### src/rtl/hsi_frame_sched.sv
`default_nettype none
// +--------------------------------------------------------------------------+
// | Module      : hsi_frame_sched                                            |
// | Description : Frame scheduler around a fixed-latency RGB->HSI converter. |
// |               Credit-gated issue, SOF/EOL tag line, output FIFO.         |
// | Revision    : 1.0 - initial release                                      |
// +--------------------------------------------------------------------------+
module hsi_frame_sched #(
    parameter int PIPE_LAT   = 6,
    parameter int FIFO_DEPTH = 16,
    parameter int IMG_W      = 640,
    parameter int IMG_H      = 480
) (
    input  logic        clk,
    input  logic        rst,
    input  logic        start,
    output logic        busy,
    output logic        frame_done,
    output logic        sync_err,
    input  logic        s_valid,
    output logic        s_ready,
    input  logic [23:0] s_rgb,
    output logic [7:0]  cv_R,
    output logic [7:0]  cv_G,
    output logic [7:0]  cv_B,
    output logic        cv_en,
    input  logic [8:0]  cv_H,
    input  logic [7:0]  cv_S,
    input  logic [7:0]  cv_I,
    input  logic        cv_hsi_en,
    output logic        m_valid,
    input  logic        m_ready,
    output logic [24:0] m_hsi,
    output logic        m_sof,
    output logic        m_eol
);
    localparam int c_aw = $clog2(FIFO_DEPTH);
    localparam int c_cw = c_aw + 1;
    localparam int c_sw = c_cw + 1;
    localparam int c_xw = (IMG_W > 1) ? $clog2(IMG_W) : 1;
    localparam int c_yw = (IMG_H > 1) ? $clog2(IMG_H) : 1;
    localparam int c_bw = $clog2(PIPE_LAT + 2);
    localparam logic [c_xw-1:0] c_x_last    = c_xw'(IMG_W - 1);
    localparam logic [c_yw-1:0] c_y_last    = c_yw'(IMG_H - 1);
    localparam logic [c_bw-1:0] c_blank_end = c_bw'(PIPE_LAT + 1);
    localparam logic [c_sw-1:0] c_depth     = c_sw'(FIFO_DEPTH);

    typedef enum logic [1:0] {
        ST_IDLE  = 2'd0,
        ST_RUN   = 2'd1,
        ST_DRAIN = 2'd2
    } state_t;

    state_t                     state_q, state_d;
    logic                       busy_q, busy_d;
    logic                       frame_done_q, frame_done_d;
    logic                       sync_err_q, sync_err_d;
    logic [c_xw-1:0]            x_q, x_d;
    logic [c_yw-1:0]            y_q, y_d;
    logic [c_cw-1:0]            inflight_q, inflight_d;
    logic [c_cw-1:0]            fifo_cnt_q, fifo_cnt_d;
    logic [c_aw-1:0]            wr_ptr_q, wr_ptr_d;
    logic [c_aw-1:0]            rd_ptr_q, rd_ptr_d;
    logic [23:0]                cv_rgb_q, cv_rgb_d;
    logic                       cv_en_q, cv_en_d;
    logic [1:0]                 cv_tag_q, cv_tag_d;
    logic [PIPE_LAT-1:0][2:0]   tag_line_q, tag_line_d;
    logic [c_bw-1:0]            blank_cnt_q, blank_cnt_d;
    logic [26:0]                fifo_mem_q [FIFO_DEPTH];

    logic                       w_accept;
    logic                       w_push;
    logic                       w_pop;
    logic                       w_blanking;
    logic [2:0]                 w_tag_end;
    logic [26:0]                w_head;
    logic [c_sw-1:0]            w_occupancy;

    // Credit check uses registered state only so s_ready never depends on s_valid
    assign w_occupancy = {1'b0, fifo_cnt_q} + {1'b0, inflight_q};
    assign s_ready     = (state_q == ST_RUN) && (w_occupancy < c_depth);
    assign w_accept    = s_valid & s_ready;
    assign w_tag_end   = tag_line_q[PIPE_LAT-1];
    assign w_push      = cv_hsi_en & w_tag_end[2];
    assign w_pop       = m_ready & (fifo_cnt_q != '0);
    assign w_blanking  = (blank_cnt_q != c_blank_end);
    assign w_head      = fifo_mem_q[rd_ptr_q];

    // Next-state logic: FSM, position counters, credit, issue, tag line, FIFO pointers
    always_comb begin
        state_d      = state_q;
        frame_done_d = 1'b0;
        x_d          = x_q;
        y_d          = y_q;
        inflight_d   = inflight_q;
        fifo_cnt_d   = fifo_cnt_q;
        wr_ptr_d     = wr_ptr_q;
        rd_ptr_d     = rd_ptr_q;
        cv_en_d      = w_accept;
        cv_rgb_d     = w_accept ? s_rgb : cv_rgb_q;
        cv_tag_d     = w_accept ? {(x_q == '0) && (y_q == '0), x_q == c_x_last} : cv_tag_q;
        blank_cnt_d  = w_blanking ? blank_cnt_q + 1'b1 : blank_cnt_q;
        sync_err_d   = sync_err_q | (cv_hsi_en & ~w_tag_end[2] & ~w_blanking);

        // Tag travels one stage behind cv_en so it meets cv_hsi_en at the line end
        tag_line_d[0] = {cv_en_q, cv_tag_q};
        for (int i = 1; i < PIPE_LAT; i++) begin
            tag_line_d[i] = tag_line_q[i-1];
        end

        if (w_accept) begin
            if (x_q == c_x_last) begin
                x_d = '0;
                y_d = (y_q == c_y_last) ? '0 : y_q + 1'b1;
            end else begin
                x_d = x_q + 1'b1;
            end
        end

        case ({w_accept, w_push})
            2'b10:   inflight_d = inflight_q + 1'b1;
            2'b01:   inflight_d = inflight_q - 1'b1;
            default: inflight_d = inflight_q;
        endcase

        case ({w_push, w_pop})
            2'b10:   fifo_cnt_d = fifo_cnt_q + 1'b1;
            2'b01:   fifo_cnt_d = fifo_cnt_q - 1'b1;
            default: fifo_cnt_d = fifo_cnt_q;
        endcase
        if (w_push) wr_ptr_d = wr_ptr_q + 1'b1;
        if (w_pop)  rd_ptr_d = rd_ptr_q + 1'b1;

        case (state_q)
            ST_IDLE: begin
                if (start) begin
                    state_d = ST_RUN;
                    x_d     = '0;
                    y_d     = '0;
                end
            end
            ST_RUN: begin
                if (w_accept && (x_q == c_x_last) && (y_q == c_y_last)) begin
                    state_d = ST_DRAIN;
                end
            end
            ST_DRAIN: begin
                if ((inflight_q == '0) && (fifo_cnt_q == '0)) begin
                    state_d      = ST_IDLE;
                    frame_done_d = 1'b1;
                end
            end
            default: state_d = ST_IDLE;
        endcase

        busy_d = (state_d != ST_IDLE);
    end

    // Control and datapath registers; reset aborts everything and restarts blanking
    always_ff @(posedge clk or posedge rst) begin
        if (rst) begin
            state_q      <= ST_IDLE;
            busy_q       <= 1'b0;
            frame_done_q <= 1'b0;
            sync_err_q   <= 1'b0;
            x_q          <= '0;
            y_q          <= '0;
            inflight_q   <= '0;
            fifo_cnt_q   <= '0;
            wr_ptr_q     <= '0;
            rd_ptr_q     <= '0;
            cv_rgb_q     <= '0;
            cv_en_q      <= 1'b0;
            cv_tag_q     <= '0;
            tag_line_q   <= '0;
            blank_cnt_q  <= '0;
        end else begin
            state_q      <= state_d;
            busy_q       <= busy_d;
            frame_done_q <= frame_done_d;
            sync_err_q   <= sync_err_d;
            x_q          <= x_d;
            y_q          <= y_d;
            inflight_q   <= inflight_d;
            fifo_cnt_q   <= fifo_cnt_d;
            wr_ptr_q     <= wr_ptr_d;
            rd_ptr_q     <= rd_ptr_d;
            cv_rgb_q     <= cv_rgb_d;
            cv_en_q      <= cv_en_d;
            cv_tag_q     <= cv_tag_d;
            tag_line_q   <= tag_line_d;
            blank_cnt_q  <= blank_cnt_d;
        end
    end

    // FIFO storage; contents need no reset because the head is masked when empty
    always_ff @(posedge clk) begin
        if (w_push) begin
            fifo_mem_q[wr_ptr_q] <= {cv_H, cv_S, cv_I, w_tag_end[1:0]};
        end
    end

    assign busy       = busy_q;
    assign frame_done = frame_done_q;
    assign sync_err   = sync_err_q;
    assign cv_R       = cv_rgb_q[23:16];
    assign cv_G       = cv_rgb_q[15:8];
    assign cv_B       = cv_rgb_q[7:0];
    assign cv_en      = cv_en_q;
    assign m_valid    = (fifo_cnt_q != '0);
    assign m_hsi      = m_valid ? w_head[26:2] : '0;
    assign m_sof      = m_valid & w_head[1];
    assign m_eol      = m_valid & w_head[0];

endmodule
`default_nettype wire

### config.mk
export PLATFORM = sky130hd
export DESIGN_NAME = hsi_frame_sched
export DESIGN_NICKNAME = d
export VERILOG_FILES = /design/src/rtl/hsi_frame_sched.sv
export SDC_FILE = /design/constraint.sdc
export NUM_CORES = 1
export LEC_CHECK = 0
export ABC_AREA = 1
export CAP_MARGIN = 20
export CORE_MARGIN = 4
export CORE_UTILIZATION = 47
export CTS_BUF_LIST = sky130_fd_sc_hd__clkbuf_2 sky130_fd_sc_hd__clkbuf_4 sky130_fd_sc_hd__clkbuf_8
export CTS_CLUSTER_DIAMETER = 60
export DETAILED_ROUTE_END_ITERATION = 12
export DONT_BUFFER_PORTS = 1
export SLEW_MARGIN = 10
export SYNTH_ARGS = -nofsm -noshare
export SYNTH_HDL_FRONTEND = slang
export SYNTH_SLANG_ARGS = --single-unit
### constraint.sdc
create_clock -name clk -period 8.4 [get_ports clk]
set_input_delay 0.42 -clock clk [delete_from_list [all_inputs] [get_ports clk]]
set_output_delay 0.42 -clock clk [all_outputs]
set_load 0.01 [all_outputs]
* Yosys cells after proc, flatten, opt, wreduce, memory -nomap -nowiden
Memories as Yosys holds them, arrays and structs flattened. Index checks and enable logic that the tools add are counted. W data, S select, Z words.
Storage, ports and cells: bits in registers 90, bits in writable memories 432, bits of input ports 55, output and inout port bits 57, word-level logic and storage cells 85, memories kept 1
Memory list:
- fifo_mem_q | depth 16, width 27, rd ports 1, clocked after Yosys merged registers in 0, write ports 1, line 69 | logic [26:0] fifo_mem_q [FIFO_DEPTH];
Cells by class: add/sub/neg operators 10, $lt $le $gt $ge 1, equality and inequality tests 9, multiplexer cells 20, bitwise gates (word level) 10, reductions and logical operators 14
Operators with widths (count):
- $mux W9 | 5
- $mux W10 | 4
- $mux W25 | 1
- $pmux W5 S2 | 2
- $add A10 B1 Y10 const B | 1
- $add A5 B1 Y5 const B | 2
- $eq A10 B10 Y1 const B | 1
- $logic_not A10 Y1 | 1
- $logic_not A5 Y1 | 2
- $sub A5 B1 Y5 const B | 2
- $add A9 B1 Y9 const B | 1
- $eq A9 B9 Y1 const B | 1
- $logic_not A9 Y1 | 1
- $add A4 B1 Y4 const B | 2
- $and A1 B1 Y1 | 7
- $add A5 B5 Y6 | 1
- $eq A2 B1 Y1 const B | 3
- $eq A2 B2 Y1 const B | 3
- $lt A6 B5 Y1 const B | 1
- $mux W2 | 3
- $pmux W2 S3 | 1
- $reduce_bool A2 Y1 | 3
- $logic_and A1 B1 Y1 | 5
- $reduce_bool A5 Y1 | 1
- 6 further kinds | 10

* Longest topological paths before layout
depth in word-level cells 9, depth in mapped cells 16, mapped depth without buffers 16

* Least setup slack after synthesis
OpenSTA, ideal clock, no wires.
path type reg2reg, start register wr_ptr_q[0], end memory fifo_mem_q[11][0], enable pin, setup time 0.445 ns, arrival 2.492 ns, data required time 7.955 ns, path slack 5.464 ns, stages on the path, launching flop included 4, buffers on the path 0, period minus slack after synthesis 2.936 ns, cell sequence dfrtp_1 > ha_1 > inv_1 > nor3_1
RTL lines:
- start: declaration | line 62 | logic [c_aw-1:0] wr_ptr_q, wr_ptr_d;
- start signal: assignment | line 186 | wr_ptr_q <= wr_ptr_d;
- end: declaration | line 69
No word-level cell before the write port.

* Worst setup path in the final report
start register rd_ptr_q[0], end output m_hsi[4]
On the way: longest elaborated chain between the ends 2
RTL lines:
- start: declaration | line 63 | logic [c_aw-1:0] rd_ptr_q, rd_ptr_d;
- start signal: assignment | line 187 | rd_ptr_q <= rd_ptr_d;
- $mem_v2 Z16 W27
- $mux W25 | line 211 | assign m_hsi = m_valid ? w_head[26:2] : '0;
- end: declaration | line 33 | output logic [24:0] m_hsi,
Every way passes these cells.

==> PnR_summary.wiki <==
{| class="wikitable"
! Metric !! Value
|-
| # Max-Cap Violations || 0
|-
| Final-report setup violation count || 0
|-
| CTS H-Tree Depth || 3
|-
| Core area || 44400 um2
|-
| Antenna violations before repair || 4
|-
| Kind of start point of the critical path || register
|-
| Routed len/inst || 20.4 um
|-
| Predominant post-synthesis flop cell || edfxtp_1
|-
| Largest net degree at the start of global routing || 139
|-
| Wirelength, routed || 51300 um
|-
| Number of nets with antenna violations after routing || 0
|-
| Fraction of synthesis flops using an asynchronous set or reset pin || 0.172
|-
| Worst setup EP type || output port
|-
| Worst path required time || 7.98 ns
|-
| Data arrival time of the worst path || 4.10 ns
|-
| Root cell of the clock tree || clkbuf_8
|-
| Total Die Area || 48600 um2
|-
| Total track usage || 0.215
|-
| Final Hold Slack || 0.0656 ns
|-
| Worst slew margin relative to its limit || 0.262
|-
| Clock Skew || 0.0335 ns
|-
| Hold WC Path Type || primary input to register
|-
| Number of buffers added for setup after CTS || 0
|-
| Fillcell total || 3726
|-
| Clock-pin slew reported for the worst setup and hold paths after clock tree synthesis || 0.06 ns
|-
| Horizontal extent of the die || 220 um
|-
| Total number of clock tree sinks || 522
|-
| Remaining design rule violation count || 0
|-
| Number of core rows || 77
|-
| Syn avg cell area || 11.9 um2
|-
| Sequential share of the synthesized area || 0.718
|-
| Leak pwr || 8.84 nW
|-
| Warnings, synthesis || 0
|-
| Overall die height || 220 um
|-
| Most common library cell in the layout ignoring fill and taps || edfxtp_1
|-
| Fmax || 221 MHz
|-
| Period minus WS final || 4.52 ns
|-
| Largest stage delay, worst path || 0.79 ns
|-
| Flop2flop setup slack || 5.19 ns
|-
| HPWL after DPL || 26900 um
|-
| Total number of nets in the final design || 1935
|-
| Number of nets produced by synthesis || 1865
|-
| CP Class || register to output port
|-
| Count of TritonRoute iterations in the first routing pass || 5
|-
| Most frequent cells in the layout || edfxtp_1 (432), nand2_1 (358), nor2_1 (228), o21ai_0 (154), nand3_1 (106)
|-
| Power density relative to cell area || 316 nW/um2
|-
| CP Max Fanout || 138
|-
| Part of the cycle the worst path needs || 0.538
|-
| Measured slew at the worst slew-check pin || 1.11 ns
|-
| CTS max path bufs || 3
|-
| Cts bufs inserted || 86
|-
| Area grow syn2layout || 13.7%
|-
| I/O pin count || 112
|-
| Final hold violations || 0
|-
| Vias per inst || 5.48
|-
| Post-Syn Area || 21200 um2
|-
| Drt initial violations || 1353
|-
| Initial standard-cell utilization of the core || 0.478
|-
| Global-route wire length before repair || 79100 um
|-
| Total via count in the routed design || 13770
|-
| Number of different library cells in the post-synthesis netlist || 32
|-
| Vias in the first global route || 13881
|-
| Layout cells sized above 1 || 0.0990
|-
| Unrepaired setup endpoints after global routing || no
|-
| Number of instances in the synthesized netlist || 1785
|-
| Clock insertion delay at the later pin of the skew report || 0.65 ns
|-
| Flops & latches, synth || 522
|-
| Clock tree from TritonCTS || done
|-
| CP Cell Sequence || inv_6 -> buf_4 -> o21ai_0 -> o221ai_1 -> nand3_1 -> a21oi_1
|-
| Final number of max-transition violations || 0
|-
| CP max-delay cell || buf_4
|-
| Maximum VDD drop || 0.200 mV
|-
| Setup TNS Final || 0 ns
|-
| Number of synthesized flops with an enable pin || 432
|-
| Overflow left after global routing || 0
|-
| Port buffer count || 0
|-
| Outcome || finished clean
|-
| Final Wtd Congestion || 0.810
|}
-- cells in the mapped netlist (6+ instances only) --
master / count / area share
nor2_1: 242 / 0.043
o211ai_1: 27 / 0.0096
buf_1: 11 / 0.0019
xor2_1: 13 / 0.0054
buf_2: 25 / 0.0059
dfrtp_1: 90 / 0.11
inv_1: 49 / 0.0087
ha_1: 23 / 0.014
edfxtp_1: 432 / 0.61
nand3_1: 106 / 0.025
a21oi_1: 93 / 0.022
o31ai_1: 27 / 0.0096
nand2_1: 358 / 0.063
nor3_1: 6 / 0.0014
nand4_1: 13 / 0.0038
clkbuf_1: 61 / 0.011
o221ai_1: 27 / 0.011
o21ai_0: 154 / 0.036
-- routing by layer --
layer,GRT usage,share of wire,vias up,routed length [um]
met1,0.289,0.43,6768,22100
met2,0.352,0.48,426,24800
li1,-,-,6485,-
met5,0,0.00041,-,21
met4,0.0682,0.022,4,1120
met3,0.0464,0.063,87,3240
-- flip-flops by register name, indices dropped and copies added, names as in the netlist --
signal / cells
wr_ptr_q: 4
x_q: 10
cv_en: 1
state_q: 2
rd_ptr_q: 4
cv_rgb_q: 24
tag_line_d: 15
blank_cnt_q: 3
w_tag_end: 3
frame_done: 1
sync_err: 1
busy: 1
inflight_q: 5
y_q: 9
fifo_mem_q: 432
fifo_cnt_q: 5
cv_tag_q: 2
-- per-stage QoR --
stage / utilization / worst slack (ns) / power (mW) / instances / instance area [um2]
finish: 0.543 / 3.88 / 7.62 / 2514 / 24100
global route: 0.543 / 3.63 / 8.11 / 2512 / 24100
CTS: 0.543 / 3.92 / 7.69 / 2512 / 24100
detailed placement: 0.493 / 4.65 / 5.48 / 2306 / 21900
global placement: 0.493 / 4.68 / 5.42 / 2305 / 21900
floorplan: - / 5.46 / 4.83 / 1785 / 21200
-- cell type report --
class                           instances  area, um2  share of cell area
Timing Repair Buffer                   80        753              0.0312
Clock inverter                         30        198             0.00819
Inverter                               55        215             0.00892
Antenna cell                            2       5.00            0.000207
Sequential cell                       522      15200               0.631
Tap cell                              592        741              0.0307
Multi-Input combinational cell       1110       5490               0.228
Clock buffer                          123       1490              0.0616
-- path summary, 6_finish.rpt --
kind	start	end	depth (start not counted)
max	rd_ptr_q[0]	m_hsi[4]	6
min in group asynchronous	rst	cv_rgb_q[15]	2
min reg2reg	tag_line_d[16]	w_tag_end[1]	0
min	start	y_q[4]	2
max reg2reg	inflight_q[1]	inflight_q[4]	15
max in group asynchronous	rst	rd_ptr_q[0]	3
-- power breakdown --
part | switching (mW) | leakage [nW] | internal [mW]
clock network | 0.966 | 0.882 | 1.20
logic | 1.59 | 2.92 | 0.654
registers | 0.226 | 5.04 | 2.99
total | 2.78 | 8.84 | 4.84
-- critical path: cells and delay by family, from the launching register on --
kind	cells	cell delay, ns
buffers and inverters	2	1.55
and+or+nand+nor	1	0.10
DFF	1	0.72
AOI/OAI and AO/OA	3	0.87
-- logic make-up (layout without fill, tap and decap cells) --
kind of cell,count (synthesis),after routing,share of synthesized area
XOR/XNOR,17,17,0.00702
buffers and inverters,153,288,0.0287
flip-flops,522,522,0.718
AND/OR/NAND/NOR,733,733,0.140
AO/OA/AOI/OAI,335,335,0.0911
adder cells (fa/ha/maj),25,25,0.0155
other,0,2,0
-- timing repair --
item                       in CTS  in global routing
resized for setup               0                  0
setup endpoints to repair       0                  0
hold endpoints to repair      463                  0
hold buffers                   53                  0
Power figures use the tool's default switching activity.
